**src/rtl/mem_arbiter_pkg.sv**
```systemverilog
// mem_arbiter_pkg -- shared types for the instruction/data memory arbiter.
//
// Contents:
//   host_t      : host identifier stored in the read-route FIFO (0=instr, 1=data)
//   arb_state_t : arbiter FSM states (IDLE picks a winner, HOLD keeps it while
//                 the memory agent stalls)
//   pick_winner : arbitration helper used by the top level
//
// Configuration macro referenced by users of this package: ARB_ROUND_ROBIN_EN
// (selected in mem_arbiter.sv; the helper here just takes a priority input).
package mem_arbiter_pkg;

  typedef enum logic {
    HOST_INSTR = 1'b0,
    HOST_DATA  = 1'b1
  } host_t;

  typedef enum logic {
    ST_IDLE = 1'b0,
    ST_HOLD = 1'b1
  } arb_state_t;

  // Returns the host to grant. Data wins a tie unless prefer_instr is set.
  // Only meaningful when at least one request is present.
  function automatic host_t pick_winner(input logic instr_req,
                                        input logic data_req,
                                        input logic prefer_instr);
    if (instr_req && (!data_req || prefer_instr)) begin
      return HOST_INSTR;
    end
    return HOST_DATA;
  endfunction

endpackage

```
**src/rtl/mem_arb_route_fifo.sv**
```systemverilog
// mem_arb_route_fifo -- small FIFO remembering which host issued each
// accepted-but-unanswered read, so returning read data can be steered.
//
// Parameters:
//   WIDTH : entry width (1 for a host id)
//   DEPTH : number of entries, power of two
// Ports:
//   clk        : rising-edge clock
//   rst        : asynchronous active-low reset (empties the FIFO)
//   push       : write push_data (ignored when full)
//   push_data  : entry to store
//   pop        : discard the head entry (ignored when empty)
//   head       : current head entry (combinational, valid when !empty)
//   count      : number of stored entries, 0..DEPTH
//   empty      : count == 0
module mem_arb_route_fifo #(
  parameter int WIDTH = 1,
  parameter int DEPTH = 4
) (
  input  logic                     clk,
  input  logic                     rst,
  input  logic                     push,
  input  logic [WIDTH-1:0]         push_data,
  input  logic                     pop,
  output logic [WIDTH-1:0]         head,
  output logic [$clog2(DEPTH):0]   count,
  output logic                     empty
);

  localparam int PTR_W = $clog2(DEPTH);
  localparam int CNT_W = PTR_W + 1;

  logic [WIDTH-1:0] mem [DEPTH];
  logic [PTR_W-1:0] wr_ptr_reg;
  logic [PTR_W-1:0] rd_ptr_reg;
  logic [CNT_W-1:0] count_reg;
  logic             push_ok;
  logic             pop_ok;

  assign empty   = (count_reg == '0);
  assign push_ok = push && (count_reg != CNT_W'(DEPTH));
  assign pop_ok  = pop && !empty;
  assign head    = mem[rd_ptr_reg];
  assign count   = count_reg;

  // Storage carries no reset: stale entries are never read while empty.
  always_ff @(posedge clk) begin
    if (push_ok) begin
      mem[wr_ptr_reg] <= push_data;
    end
  end

  // DEPTH is a power of two, so pointer overflow is the modulo wrap.
  always_ff @(posedge clk or negedge rst) begin
    if (!rst) begin
      wr_ptr_reg <= '0;
      rd_ptr_reg <= '0;
      count_reg  <= '0;
    end else begin
      if (push_ok) wr_ptr_reg <= wr_ptr_reg + 1'b1;
      if (pop_ok)  rd_ptr_reg <= rd_ptr_reg + 1'b1;
      case ({push_ok, pop_ok})
        2'b10:   count_reg <= count_reg + 1'b1;
        2'b01:   count_reg <= count_reg - 1'b1;
        default: count_reg <= count_reg;
      endcase
    end
  end

endmodule

```
**src/rtl/mem_arbiter.sv**
```systemverilog
// mem_arbiter -- Avalon-MM pipelined-read arbiter sharing one memory agent
// between an instruction-fetch host and a data host.
//
// Optional feature macro: ARB_ROUND_ROBIN_EN
//   defined   : under contention the last-granted host loses the next tie
//   undefined : the data host always wins a tie
//
// Parameters: ADDR_W (address width), DATA_W (data width, byteenable is
// DATA_W/8), MAX_PENDING (outstanding reads, power of two 2..16).
// Ports:
//   clk, rst              : clock, asynchronous active-low reset
//   i_*                   : instruction host (read only)
//   d_*                   : data host (read/write)
//   m_*                   : memory agent
//   err_orphan            : sticky, read data returned with nothing pending
module mem_arbiter
  import mem_arbiter_pkg::*;
#(
  parameter int ADDR_W      = 32,
  parameter int DATA_W      = 32,
  parameter int MAX_PENDING = 4
) (
  input  logic                clk,
  input  logic                rst,
  // instruction host
  input  logic [ADDR_W-1:0]   i_address,
  input  logic                i_read,
  output logic                i_waitrequest,
  output logic [DATA_W-1:0]   i_readdata,
  output logic                i_readdatavalid,
  // data host
  input  logic [ADDR_W-1:0]   d_address,
  input  logic                d_read,
  input  logic                d_write,
  input  logic [DATA_W-1:0]   d_writedata,
  input  logic [DATA_W/8-1:0] d_byteenable,
  output logic                d_waitrequest,
  output logic [DATA_W-1:0]   d_readdata,
  output logic                d_readdatavalid,
  // memory agent
  output logic [ADDR_W-1:0]   m_address,
  output logic                m_read,
  output logic                m_write,
  output logic [DATA_W-1:0]   m_writedata,
  output logic [DATA_W/8-1:0] m_byteenable,
  input  logic                m_waitrequest,
  input  logic [DATA_W-1:0]   m_readdata,
  input  logic                m_readdatavalid,
  // status
  output logic                err_orphan
);

  localparam int CNT_W = $clog2(MAX_PENDING) + 1;

  arb_state_t       state_reg;
  host_t            grant_reg;
  logic             ready_reg;       // low until the first clock after reset
  logic             err_orphan_reg;

  logic             full;
  logic             instr_req;
  logic             data_req;
  logic             prefer_instr;
  logic             granted;
  host_t            winner;

  logic             fifo_push;
  logic             fifo_pop;
  logic [0:0]       fifo_head;
  logic [CNT_W-1:0] fifo_count;
  logic             fifo_empty;
  logic             head_is_data;

  // A full route FIFO blocks new reads even if a pop happens this cycle;
  // writes are unaffected. A write with d_read also high is a write.
  assign full      = (fifo_count == CNT_W'(MAX_PENDING));
  assign instr_req = i_read && !full;
  assign data_req  = d_write || (d_read && !full);

`ifdef ARB_ROUND_ROBIN_EN
  host_t rr_last_reg;
  assign prefer_instr = (rr_last_reg == HOST_DATA);

  always_ff @(posedge clk or negedge rst) begin
    if (!rst) begin
      rr_last_reg <= HOST_INSTR;
    end else if (granted && !m_waitrequest) begin
      rr_last_reg <= winner;
    end
  end
`else
  assign prefer_instr = 1'b0;
`endif

  // Winner selection: fresh in IDLE, frozen while the agent stalls in HOLD.
  always_comb begin
    winner  = HOST_INSTR;
    granted = 1'b0;
    if (state_reg == ST_HOLD) begin
      winner  = grant_reg;
      granted = ready_reg;
    end else begin
      winner  = pick_winner(instr_req, data_req, prefer_instr);
      granted = ready_reg && (instr_req || data_req);
    end
  end

  // Command mux onto the memory agent; all-zero when nothing is granted.
  always_comb begin
    m_address    = '0;
    m_read       = 1'b0;
    m_write      = 1'b0;
    m_writedata  = '0;
    m_byteenable = '0;
    if (granted) begin
      if (winner == HOST_DATA) begin
        m_address    = d_address;
        m_write      = d_write;
        m_read       = !d_write;
        m_writedata  = d_write ? d_writedata : '0;
        m_byteenable = d_byteenable;
      end else begin
        m_address    = i_address;
        m_read       = 1'b1;
        m_byteenable = '1;
      end
    end
  end

  // Only the granted host can see waitrequest low, and only when the agent
  // accepts; this also holds both hosts off during and right after reset.
  assign i_waitrequest = !(granted && (winner == HOST_INSTR) && !m_waitrequest);
  assign d_waitrequest = !(granted && (winner == HOST_DATA)  && !m_waitrequest);

  assign fifo_push = m_read && !m_waitrequest;
  assign fifo_pop  = m_readdatavalid && !fifo_empty;

  mem_arb_route_fifo #(
    .WIDTH (1),
    .DEPTH (MAX_PENDING)
  ) u_route_fifo (
    .clk       (clk),
    .rst       (rst),
    .push      (fifo_push),
    .push_data (winner),
    .pop       (fifo_pop),
    .head      (fifo_head),
    .count     (fifo_count),
    .empty     (fifo_empty)
  );

  // Returning data is steered to the host recorded at the FIFO head.
  assign head_is_data    = (host_t'(fifo_head) == HOST_DATA);
  assign i_readdatavalid = fifo_pop && !head_is_data;
  assign d_readdatavalid = fifo_pop && head_is_data;
  assign i_readdata      = m_readdata;
  assign d_readdata      = m_readdata;
  assign err_orphan      = err_orphan_reg;

  always_ff @(posedge clk or negedge rst) begin
    if (!rst) begin
      state_reg      <= ST_IDLE;
      grant_reg      <= HOST_INSTR;
      ready_reg      <= 1'b0;
      err_orphan_reg <= 1'b0;
    end else begin
      ready_reg <= 1'b1;
      if (m_readdatavalid && fifo_empty) begin
        err_orphan_reg <= 1'b1;
      end
      case (state_reg)
        ST_IDLE: begin
          if (granted && m_waitrequest) begin
            state_reg <= ST_HOLD;
            grant_reg <= winner;
          end
        end
        ST_HOLD: begin
          if (!m_waitrequest) begin
            state_reg <= ST_IDLE;
          end
        end
        default: state_reg <= ST_IDLE;
      endcase
    end
  end

endmodule

```
**config.mk**
```make
export PLATFORM = sky130hd
export DESIGN_NAME = mem_arbiter
export DESIGN_NICKNAME = d
export VERILOG_FILES = /design/src/rtl/mem_arbiter_pkg.sv /design/src/rtl/mem_arb_route_fifo.sv /design/src/rtl/mem_arbiter.sv
export SDC_FILE = /design/constraint.sdc
export NUM_CORES = 1
export LEC_CHECK = 0
export CORE_AREA = 3 3 106 108
export DETAILED_ROUTE_END_ITERATION = 12
export DIE_AREA = 0 0 109 111
export HOLD_SLACK_MARGIN = 0.1
export PLACE_DENSITY = 0.68
export SETUP_SLACK_MARGIN = 0.3
export SLEW_MARGIN = 20
export SYNTH_ARGS = -nofsm -noshare
export SYNTH_HDL_FRONTEND = slang
export SYNTH_SLANG_ARGS = --single-unit
```
**constraint.sdc**
```tcl
create_clock -name clk -period 6.75 [get_ports clk]
set_input_delay 1.6875 -clock clk [delete_from_list [all_inputs] [get_ports clk]]
set_output_delay 1.6875 -clock clk [all_outputs]
set_load 0.01 [all_outputs]
```
# ---- Yosys cells after proc, flatten, opt, wreduce, memory -nomap -nowiden
# Memories as Yosys holds them, arrays and structs flattened.
# Index checks and enable logic that the tools add are counted.
# W data, S select, Z words.
dict set report word_totals {
  regBits 11
  latch_bits 0
  ram_bits 4
  mem_bits_ro 0
  inputBits 139
  out_inout_bits 139
  elab_cells 70
  memories 1
}
dict set report classes {
  addsub 4
  n_mul 0
  div 0
  magnitude_cmp 0
  eq_ne 4
  n_shift 0
  mux 23
  bitwise_logic 2
  reduce_logical 29
}
# name depth width rd rd_clocked_by_memory_dff write_ports line
set memory_table {}
lappend memory_table {u_route_fifo.mem 4 1 1 0 1 mem_arb_route_fifo.sv:33} ;# logic [WIDTH-1:0] mem [DEPTH];
# cell count
set ops {}
lappend ops {{$mux W32} 5}
lappend ops {{$logic_and A1 B1 Y1} 16}
lappend ops {{$mux W1} 14}
lappend ops {{$logic_not A1 Y1} 8}
lappend ops {{$mux W4} 2}
lappend ops {{$pmux W3 S2} 1}
lappend ops {{$add A2 B1 Y2 const B} 2}
lappend ops {{$add A3 B1 Y3 const B} 1}
lappend ops {{$eq A3 B3 Y1 const B} 1}
lappend ops {{$logic_not A3 Y1} 1}
lappend ops {{$ne A3 B3 Y1 const B} 1}
lappend ops {{$sub A3 B1 Y3 const B} 1}
lappend ops {{$eq A2 B1 Y1 const B} 1}
lappend ops {{$eq A2 B2 Y1 const B} 1}
lappend ops {{$logic_or A1 B1 Y1} 2}
lappend ops {{$not A1 Y1} 2}
lappend ops {{$pmux W1 S2} 1}
lappend ops {{$reduce_and A2 Y1} 1}
lappend ops {{$reduce_bool A2 Y1} 1}

# ---- Depth between registers and ports, before layout
# Gate-level depths: netlist (run 1).
dict set report depth {
  ltp_word 16
  ltp_mapped 10
}

# ---- Hierarchy
# From an unflattened synthesis (run 1), not the netlist that was laid out.
dict set report hier_totals {
  hier_cells 295
  hier_area_um2 2213.4
}
# mod n_inst cells_each area_each_um2 seq_area_each_um2
set by_module_without_submodules {}
lappend by_module_without_submodules {mem_arbiter 1 252 1634.1 100.1}
lappend by_module_without_submodules {mem_arb_route_fifo 1 43 579.3 295.3}

# ---- Worst setup path after synthesis (run 1)
# Ideal clock, no wire load.
dict set report synth_timing {
  kind {input to output}
  from {input i_read}
  to {output m_byteenable[0]}
  arrival_time_ps 2709
  t_required_ps 5062
  slack_ps 2354
  stages 3
  n_path_buf 0
  cell_sequence {o41ai_1 a21oi_1 a21o_1}
}
dict set report synth_between {
  elab_chain_len 8
  elab_cells_between_ends 11
  classes_between {mux (7); reduce/logical (4)}
}
# element line
set synth_rtl {}
lappend synth_rtl {{from (decl)} mem_arbiter.sv:27} ;# input logic i_read,
lappend synth_rtl {{$logic_and A1 B1 Y1 (*)} mem_arbiter.sv:77} ;# assign instr_req = i_read && !full;
lappend synth_rtl {{$logic_and A1 B1 Y1} mem_arbiter_pkg.sv:28} ;# if (instr_req && (!data_req || prefer_instr)) begin
lappend synth_rtl {{$mux W1} mem_arbiter_pkg.sv:28}
lappend synth_rtl {{$mux W1} mem_arbiter.sv:99} ;# if (state_reg == ST_HOLD) begin
lappend synth_rtl {{$mux W1} mem_arbiter_pkg.sv:31} ;# return HOST_DATA;
lappend synth_rtl {{$mux W1} mem_arbiter.sv:99}
lappend synth_rtl {{$mux W4} mem_arbiter.sv:116} ;# if (winner == HOST_DATA) begin
lappend synth_rtl {{$mux W4 (*)} mem_arbiter.sv:115} ;# if (granted) begin
lappend synth_rtl {{to (decl)} mem_arbiter.sv:45} ;# output logic [DATA_W/8-1:0] m_byteenable,
# Every way passes the cells marked *; elsewhere a longest branch is shown, timed or not. The select of a mux whose other input is x is not followed.

# ---- Worst setup path after layout (run 1)
dict set report layout_timing {
  from {input d_write}
  to {output m_address[31]}
}
dict set report layout_between {
  elab_chain_len 9
  elab_cells_between_ends 12
  classes_between {mux (7); reduce/logical (5)}
}
# element line
set layout_rtl {}
lappend layout_rtl {{from (decl)} mem_arbiter.sv:34} ;# input logic d_write,
lappend layout_rtl {{$logic_or A1 B1 Y1} mem_arbiter.sv:78} ;# assign data_req = d_write || (d_read && !full);
lappend layout_rtl {{$logic_not A1 Y1} mem_arbiter_pkg.sv:28}
lappend layout_rtl {{$logic_and A1 B1 Y1} mem_arbiter_pkg.sv:28}
lappend layout_rtl {{$mux W1} mem_arbiter_pkg.sv:28}
lappend layout_rtl {{$mux W1} mem_arbiter.sv:99}
lappend layout_rtl {{$mux W1} mem_arbiter_pkg.sv:31}
lappend layout_rtl {{$mux W1} mem_arbiter.sv:99}
lappend layout_rtl {{named net u_route_fifo.push_data} mem_arb_route_fifo.sv:23} ;# input logic [WIDTH-1:0] push_data,
lappend layout_rtl {{$mux W32} mem_arbiter.sv:116}
lappend layout_rtl {{$mux W32} mem_arbiter.sv:115}
lappend layout_rtl {{to (decl)} mem_arbiter.sv:41} ;# output logic [ADDR_W-1:0] m_address,
# The timed path passes the listed nets, and every way through them passes these cells. The select of a mux whose other input is x is not followed.

==> results by group, run 1 <==
Outcome
  – Status: finished clean

Global routing
  – GRT Total Usage: about a tenth
  – Initial antenna violation count: 0
  – Number of global-route vias before repair: between 1500 and 2000
  – Pin count of the biggest net entering global routing: 38
  – Grt ovf: 0
  – Global-route wire length before repair: approximately 9500 µm

STA
  – Fin crit period: around 5.7 ns
  – Setup_tns: 0 ns
  – RSZ-0062 raised after global routing: no
  – Hold Slack: around 0.46 ns
  – Relative slew slack: between 40% and 50%
  – Final Hold Fails: 0
  – Tightest Pin Transition: approximately 0.79 ns
  – Fmax: 177 MHz
  – Worst Clk Skew: between 0.002 and 0.003 ns
  – Setup ws final: ~1.1 ns
  – Fin crit share: ~84%
  – Max Transition Viols Final: 0
  – Setup violators final: 0

Yosys
  – Yosys cell types: 34
  – Post-Synthesis Cells: 216
  – Yosys reg bits: 15
  – Syn_nets: between 300 and 400
  – Yosys warning total: 0
  – Syn Area/Cell: ~9 µm²
  – Register area share after synthesis: a little over a fifth
  – Syn Std Cell Area: between 0.0015 and 0.002 mm²

Critical path
  – Crit path arrival time: around 4 ns
  – CP required: approximately 5.1 ns
  – R2R Setup Slk: approximately 4.5 ns
  – CP max FO: 37
  – CP most frequent cell: clkdlybuf4s50_1
  – Crit Path Category: in -> out
  – Critical path's largest stage delay: ~0.55 ns
  – Buffers and inverters on the worst path: 3
  – Startpoint Class: primary input
  – CP max-delay cell: clkdlybuf4s50_1
  – Setup crit end kind: output port
  – Top delay family on crit path: buffers and inverters
  – Crit-path cells: clkdlybuf4s50_1 -> nor4b_1 -> a21boi_1 -> nor2b_2 -> buf_4 -> a22o_1 -> clkdlybuf4s50_1

Clock network
  – Clock Sinks: 15
  – CTS tree: done
  – Clock Latency Late Sink: between 0.2 and 0.3 ns
  – CTS root buffer: clkbuf_8
  – Cts hold-fix bufs: 0
  – Clock slew at reported path FFs: about 0.060 ns
  – Post-CTS repair timing setup buffer count: 0
  – Max H-tree Level: 1
  – Clock buffer count from CTS: 3
  – Post-cts resize count: 0
  – Longest Clk Path Bufs: 2

Job
  – Maxcap violations: 0

Layout
  – Number of flip-flops in the largest register: 4
  – Layout cell share with drive strength beyond 1: under 10%
  – Final net count: 474
  – Antenna diodes: 0
  – Final Non-Filler Cells: about 460
  – Area Overhead vs Synth: 78.9%
  – Most common cell after layout, fill and taps aside: clkdlybuf4s50_1
  – Most frequent cells in the layout: clkdlybuf4s50_1 (181), and2_1 (39), a22o_1 (32), dfrtp_1 (11), inv_1 (8)

Route
  – Routed WL per cell: about 14 µm
  – Post-route antenna net violation count: 0
  – Final wirelength: around 6600 µm
  – DR vias: 1891
  – TritonRoute pass-1 iters: 4
  – Post-route DRC: 0
  – DRT iter0 DRCs: 45
  – Vias per inst: 4.08

Placed design
  – PortBufs: around 180
  – Dpl hpwl: between 5000 and 6000 µm
  – Setup WS pre-CTS: 1.03 ns
  – Gpl congestion: between 0.7 and 0.8
  – Inst Count DP: 460

Die
  – Die Wd: ~110 µm
  – Core area: a little over 0.01 mm²
  – I/O pin count: about 280
  – # rows: 37
  – Die Area: 0.0121 mm²
  – Initial Util: 18.4%
  – Die Ht: 111 µm

Power and ir drop
  – Pwr Total: roughly 520 µW
  – Max IR drop VDD: between 0.06 and 0.07 mV
  – Pwr dens: roughly 150 mW/mm²
  – Lkg Pwr: approximately 1.3 nW

Hold path
  – Min-delay worst type: reg -> reg
-- cells by family (layout without fill, tap and decap cells) --
| family | count (synthesis) | count (layout) | synth area share [%] |
|---|---|---|---|
| muxes | 3 | 3 | 2.31 |
| other | 1 | 1 | 0.198 |
| DFF | 15 | 15 | 20.9 |
| AOI/OAI and AO/OA | 45 | 45 | 19.5 |
| buffers and inverters | 83 | 195 | 30.8 |
| adders and majority gates | 6 | 6 | 4.36 |
| and+or+nand+nor | 57 | 57 | 19.2 |
| xor gates and xnor gates | 6 | 6 | 2.77 |
-- where the power goes --
group | internal (mW) | switching [mW] | leakage (nW) | total [mW]
Sequential | 0.122 | 0.0252 | 0.158 | 0.147
Clock | 0.0409 | 0.0315 | 0.0255 | 0.0724
Combinational | 0.187 | 0.116 | 1.16 | 0.303
Total | 0.349 | 0.173 | 1.34 | 0.522
-- stage by stage --
stage / cell area, µm² / utilization, %
2_1_floorplan: 1900 / -
3_3_place_gp: 3340 / 32.4
3_5_place_dp: 3340 / 32.4
4_1_cts: 3390 / 32.8
5_1_grt: 3390 / 32.8
6_report: 3390 / 32.8
-- synthesized netlist by cell type --
| cell | count | area (µm²) |
|---|---|---|
| dfrtp_1 | 11 | 275 |
| nor3_1 | 1 | 5.00 |
| nor2_1 | 3 | 11.3 |
| edfxtp_1 | 4 | 120 |
| and3_1 | 2 | 12.5 |
| buf_2 | 1 | 5.00 |
| nor2b_1 | 3 | 18.8 |
| xor2_1 | 2 | 17.5 |
| o21ai_0 | 2 | 10.0 |
| a21boi_1 | 2 | 15.0 |
| buf_6 | 4 | 45.0 |
| xnor2_1 | 4 | 35.0 |
| o21a_1 | 1 | 7.51 |
| clkbuf_1 | 6 | 22.5 |
| nand2b_1 | 4 | 25.0 |
| fa_1 | 1 | 20.0 |
| a21o_1 | 5 | 37.5 |
| nor4_4 | 1 | 21.3 |
| nand2_1 | 1 | 3.75 |
| and2_1 | 39 | 244 |
| o41ai_1 | 1 | 8.76 |
| or3b_1 | 1 | 8.76 |
| buf_4 | 64 | 480 |
| nor4b_1 | 1 | 8.76 |
| mux2i_1 | 1 | 10.0 |
| inv_1 | 8 | 30.0 |
| nand3_1 | 1 | 5.00 |
| mux2_2 | 1 | 11.3 |
| a31oi_1 | 1 | 6.26 |
| ha_1 | 5 | 62.6 |
| mux4_2 | 1 | 22.5 |
| conb_1 | 1 | 3.75 |
| a22o_1 | 32 | 280 |
| a21oi_1 | 1 | 5.00 |
-- final cells by class --
| cell class | instances | area [µm²] |
|---|---|---|
| inverter | 8 | 30.0 |
| sequential | 15 | 395 |
| multi-input combinational | 118 | 922 |
| timing repair buffer | 183 | 1830 |
| fill | 1061 | 6930 |
| tap | 136 | 170 |
| clock buffer | 3 | 41.3 |
| clock inverter | 1 | 5.00 |
-- final timing paths --
| path | startpoint | to | cells past startpoint |
|---|---|---|---|
| max | d_write | m_address[31] | 7 |
| min | err_orphan$_DFFE_PN0P_ | err_orphan$_DFFE_PN0P_ | 1 |
| max reg2reg | state_reg$_DFF_PN0_ | u_route_fifo.count[2]$_DFFE_PN0P_ | 9 |
| min reg2reg | err_orphan$_DFFE_PN0P_ | err_orphan$_DFFE_PN0P_ | 1 |
| max in group asynchronous | rst | u_route_fifo.wr_ptr_reg[0]$_DFFE_PN0P_ | 1 |
| min in group asynchronous | rst | u_route_fifo.rd_ptr_reg[1]$_DFFE_PN0P_ | 1 |
-- worst register-to-register path, delay by kind of cell, from the launching register on --
kind | cells | cell delay [ns]
and+or+nand+nor | 2 | 0.26
xor gates and xnor gates | 2 | 0.30
DFF | 1 | 0.43
buffers and inverters | 2 | 0.15
adders and majority gates | 2 | 0.55
AOI/OAI and AO/OA | 1 | 0.55
-- layer usage --
layer  routed length [µm]  vias up  GRT usage (%)
met1                 2210      831           10.0
met3                  922       15           3.79
met5                    0        -              0
li1                     -      888              -
met4                  114        0           2.61
met2                 3340      157           18.3
Note: power is estimated with default switching activity, not from simulation.
==> run 2: changes to the inputs <==
Settings changed: CORE_AREA 3 3 106 108 to 3 3 108 110, DIE_AREA 0 0 109 111 to 0 0 111 113, PLACE_DENSITY 0.68 to 0.66.
Clock period 6.75 ns to 5.3 ns, I/O delays scaled along.
==> results by group, run 2 (synthesis gave the netlist of run 1 again) <==
Critical path
  – Crit path arrival time: 3.50 ns (was 3.98 ns)
  – CP max FO: 37 (unchanged)
  – Crit Path Category: in -> out (unchanged)
  – CP required: 3.97 ns (was 5.06 ns)
  – R2R cell count: 9 (unchanged)
  – Setup crit end kind: output port (unchanged)
  – Startpoint Class: primary input (unchanged)

Die
  – # rows: 38 (was 37)
  – I/O pin count: 278 (unchanged)
  – Die Area: 0.0125 mm² (was 0.0121 mm²)
  – Die Ht: 113 µm (was 111 µm)
  – Die Wd: 111 µm (was 109 µm)
  – Core area: 0.0108 mm² (was 0.0103 mm²)
  – Initial Util: 17.6% (was 18.4%)

Layout
  – Layout cell share with drive strength beyond 1: 3.34% (was 3.35%)
  – Number of flip-flops in the largest register: 4 (unchanged)
  – Final net count: 475 (was 474)
  – # fillers: 1127 (was 1061)
  – Area Overhead vs Synth: 80.1% (was 78.9%)
  – Most frequent cells in the layout: clkdlybuf4s50_1 (181), and2_1 (39), a22o_1 (32), dfrtp_1 (11), inv_1 (8) (unchanged)
  – Most common cell after layout, fill and taps aside: clkdlybuf4s50_1 (unchanged)
  – Antenna diodes: 0 (unchanged)

Clock network
  – CTS root buffer: clkbuf_8 (unchanged)
  – Clock buffer count from CTS: 3 (unchanged)
  – Post-CTS repair timing setup buffer count: 0 (unchanged)
  – Longest Clk Path Bufs: 2 (unchanged)
  – Max H-tree Level: 1 (unchanged)
  – Cts hold-fix bufs: 0 (unchanged)
  – Post-cts resize count: 0 (unchanged)
  – Clock slew at reported path FFs: 0.06 ns (about the same)
  – Clock Latency Late Sink: 0.24 ns (was 0.25 ns)
  – Clock Sinks: 15 (unchanged)
  – CTS tree: done (unchanged)

Power and ir drop
  – Clock Power Share: 13.3% (was 13.9%)
  – Sequential share of power: 28.1% (was 28.2%)
  – Logic gate share of total power: 58.6% (was 57.9%)
  – Sw Share: 32.7% (was 33.1%)
  – Cell-internal power: 448 µW (was 349 µW)
  – Lkg Pwr: 1.35 nW (was 1.34 nW)
  – Max IR drop VDD: 0.139 mV (was 0.0687 mV)
  – Sw power: 218 µW (was 173 µW)
  – Pwr dens: 195 mW/mm² (was 154 mW/mm²)

STA
  – Final Hold Fails: 0 (unchanged)
  – Relative slew slack: 56.7% (was 47.6%)
  – RSZ-0062 raised after global routing: no (unchanged)
  – Hold Slack: 0.453 ns (was 0.463 ns)
  – Setup_tns: 0 ns (unchanged)
  – Fin crit period: between 4 and 5 ns
  – Max Transition Viols Final: 0 (unchanged)
  – Setup violators final: 0 (unchanged)
  – Fin crit share: 91.1%
  – Fmax: 207 MHz
  – Tightest Pin Transition: 0.649 ns (was 0.786 ns)
  – Worst Clk Skew: 0.00270 ns (was 0.00292 ns)

Placed design
  – Dpl hpwl: 5850 µm (was 5730 µm)
  – Gpl congestion: 0.777 (was 0.725)
  – PortBufs: 181 (unchanged)

Route
  – Post-route DRC: 0 (unchanged)
  – Routed WL per cell: 14.6 µm (was 14.2 µm)
  – TritonRoute pass-1 iters: 4 (unchanged)
  – DR vias: 1857 (was 1891)
  – Post-route antenna net violation count: 0 (unchanged)
  – DRT iter0 DRCs: 55 (was 45)
  – Final wirelength: 6840 µm (was 6590 µm)
  – Vias per inst: 3.96 (was 4.08)

Global routing
  – Global-route wire length before repair: 10000 µm (was 9540 µm)
  – GRT Total Usage: 10.0% (was 9.85%)
  – Grt ovf: 0 (unchanged)
  – Initial antenna violation count: 0 (unchanged)
  – Pin count of the biggest net entering global routing: 38 (unchanged)
  – Number of global-route vias before repair: 1874 (was 1910)

Hold path
  – Hold Crit Depth: 1 (unchanged)
  – Min-delay worst type: reg -> reg (unchanged)

Outcome
  – Status: finished clean (unchanged)

Job
  – Maxcap violations: 0 (unchanged)
==> run 2: cell types whose count changed in the layout (fill, tap and decap cells not counted) <==
cell      previous run  this run
clkbuf_1             0         1
buf_12               0         1
clkinv_2             1         0
==> run 2: worst max-delay path, cell delays in order <==
cell and delay, ns:
clkdlybuf4s50_1 0.47, nor4b_1 0.33, a21boi_1 0.21, nor2b_2 0.21
buf_12 0.21, a22o_1 0.19, clkdlybuf4s50_1 0.54
==> run 2: area by class of cell <==
type | instances | area, µm² | area share, %
clock buffer | 4 | 45.0 | 1.32
inverter | 8 | 30.0 | 0.879
multi-input combinational | 118 | 922 | 27.0
sequential | 15 | 395 | 11.6
tap | 140 | 175 | 5.13
timing repair buffer | 184 | 1850 | 54.1
==> run 2: power by group through the flow <==
stage               registers (mW)  clock network, mW  logic (mW)
finish                       0.187             0.0886       0.390
global placement             0.187                  0       0.386
global route                 0.193             0.0963       0.428
CTS                          0.187             0.0921       0.396
floorplan                    0.184                  0       0.235
detailed placement           0.189                  0       0.393
==> run 2: worst paths after layout <==
check,from,end,slack [ns]
max,d_write,m_address[23],0.47
min,err_orphan$_DFFE_PN0P_,err_orphan$_DFFE_PN0P_,0.45
max reg2reg,state_reg$_DFF_PN0_,u_route_fifo.count[2]$_DFFE_PN0P_,2.98
min reg2reg,err_orphan$_DFFE_PN0P_,err_orphan$_DFFE_PN0P_,0.45
max in group asynchronous,rst,state_reg$_DFF_PN0_,3.49
min in group asynchronous,rst,u_route_fifo.count[0]$_DFFE_PN0P_,1.44
==> run 2: metal layers <==
metal	global-route usage (%)	vias to the layer above	share of wire, %
met5	0	-	0
met4	4.11	0	2.8
met3	4.06	11	11
met2	17.4	136	50
met1	10.9	818	36
li1	-	892	-
==> run 2: stage by stage <==
stage | power (mW) | util, % | instances | setup slack, ns | area, µm²
2_1_floorplan | 0.418 | - | 216 | 1.63 | 1900
3_3_place_gp | 0.573 | 31.2 | 465 | 0.490 | 3370
3_5_place_dp | 0.582 | 31.2 | 465 | 0.480 | 3370
4_1_cts | 0.675 | 31.6 | 469 | 0.459 | 3410
5_1_grt | 0.717 | 31.6 | 469 | 0.309 | 3410
6_report | 0.665 | 31.6 | 469 | 0.470 | 3410
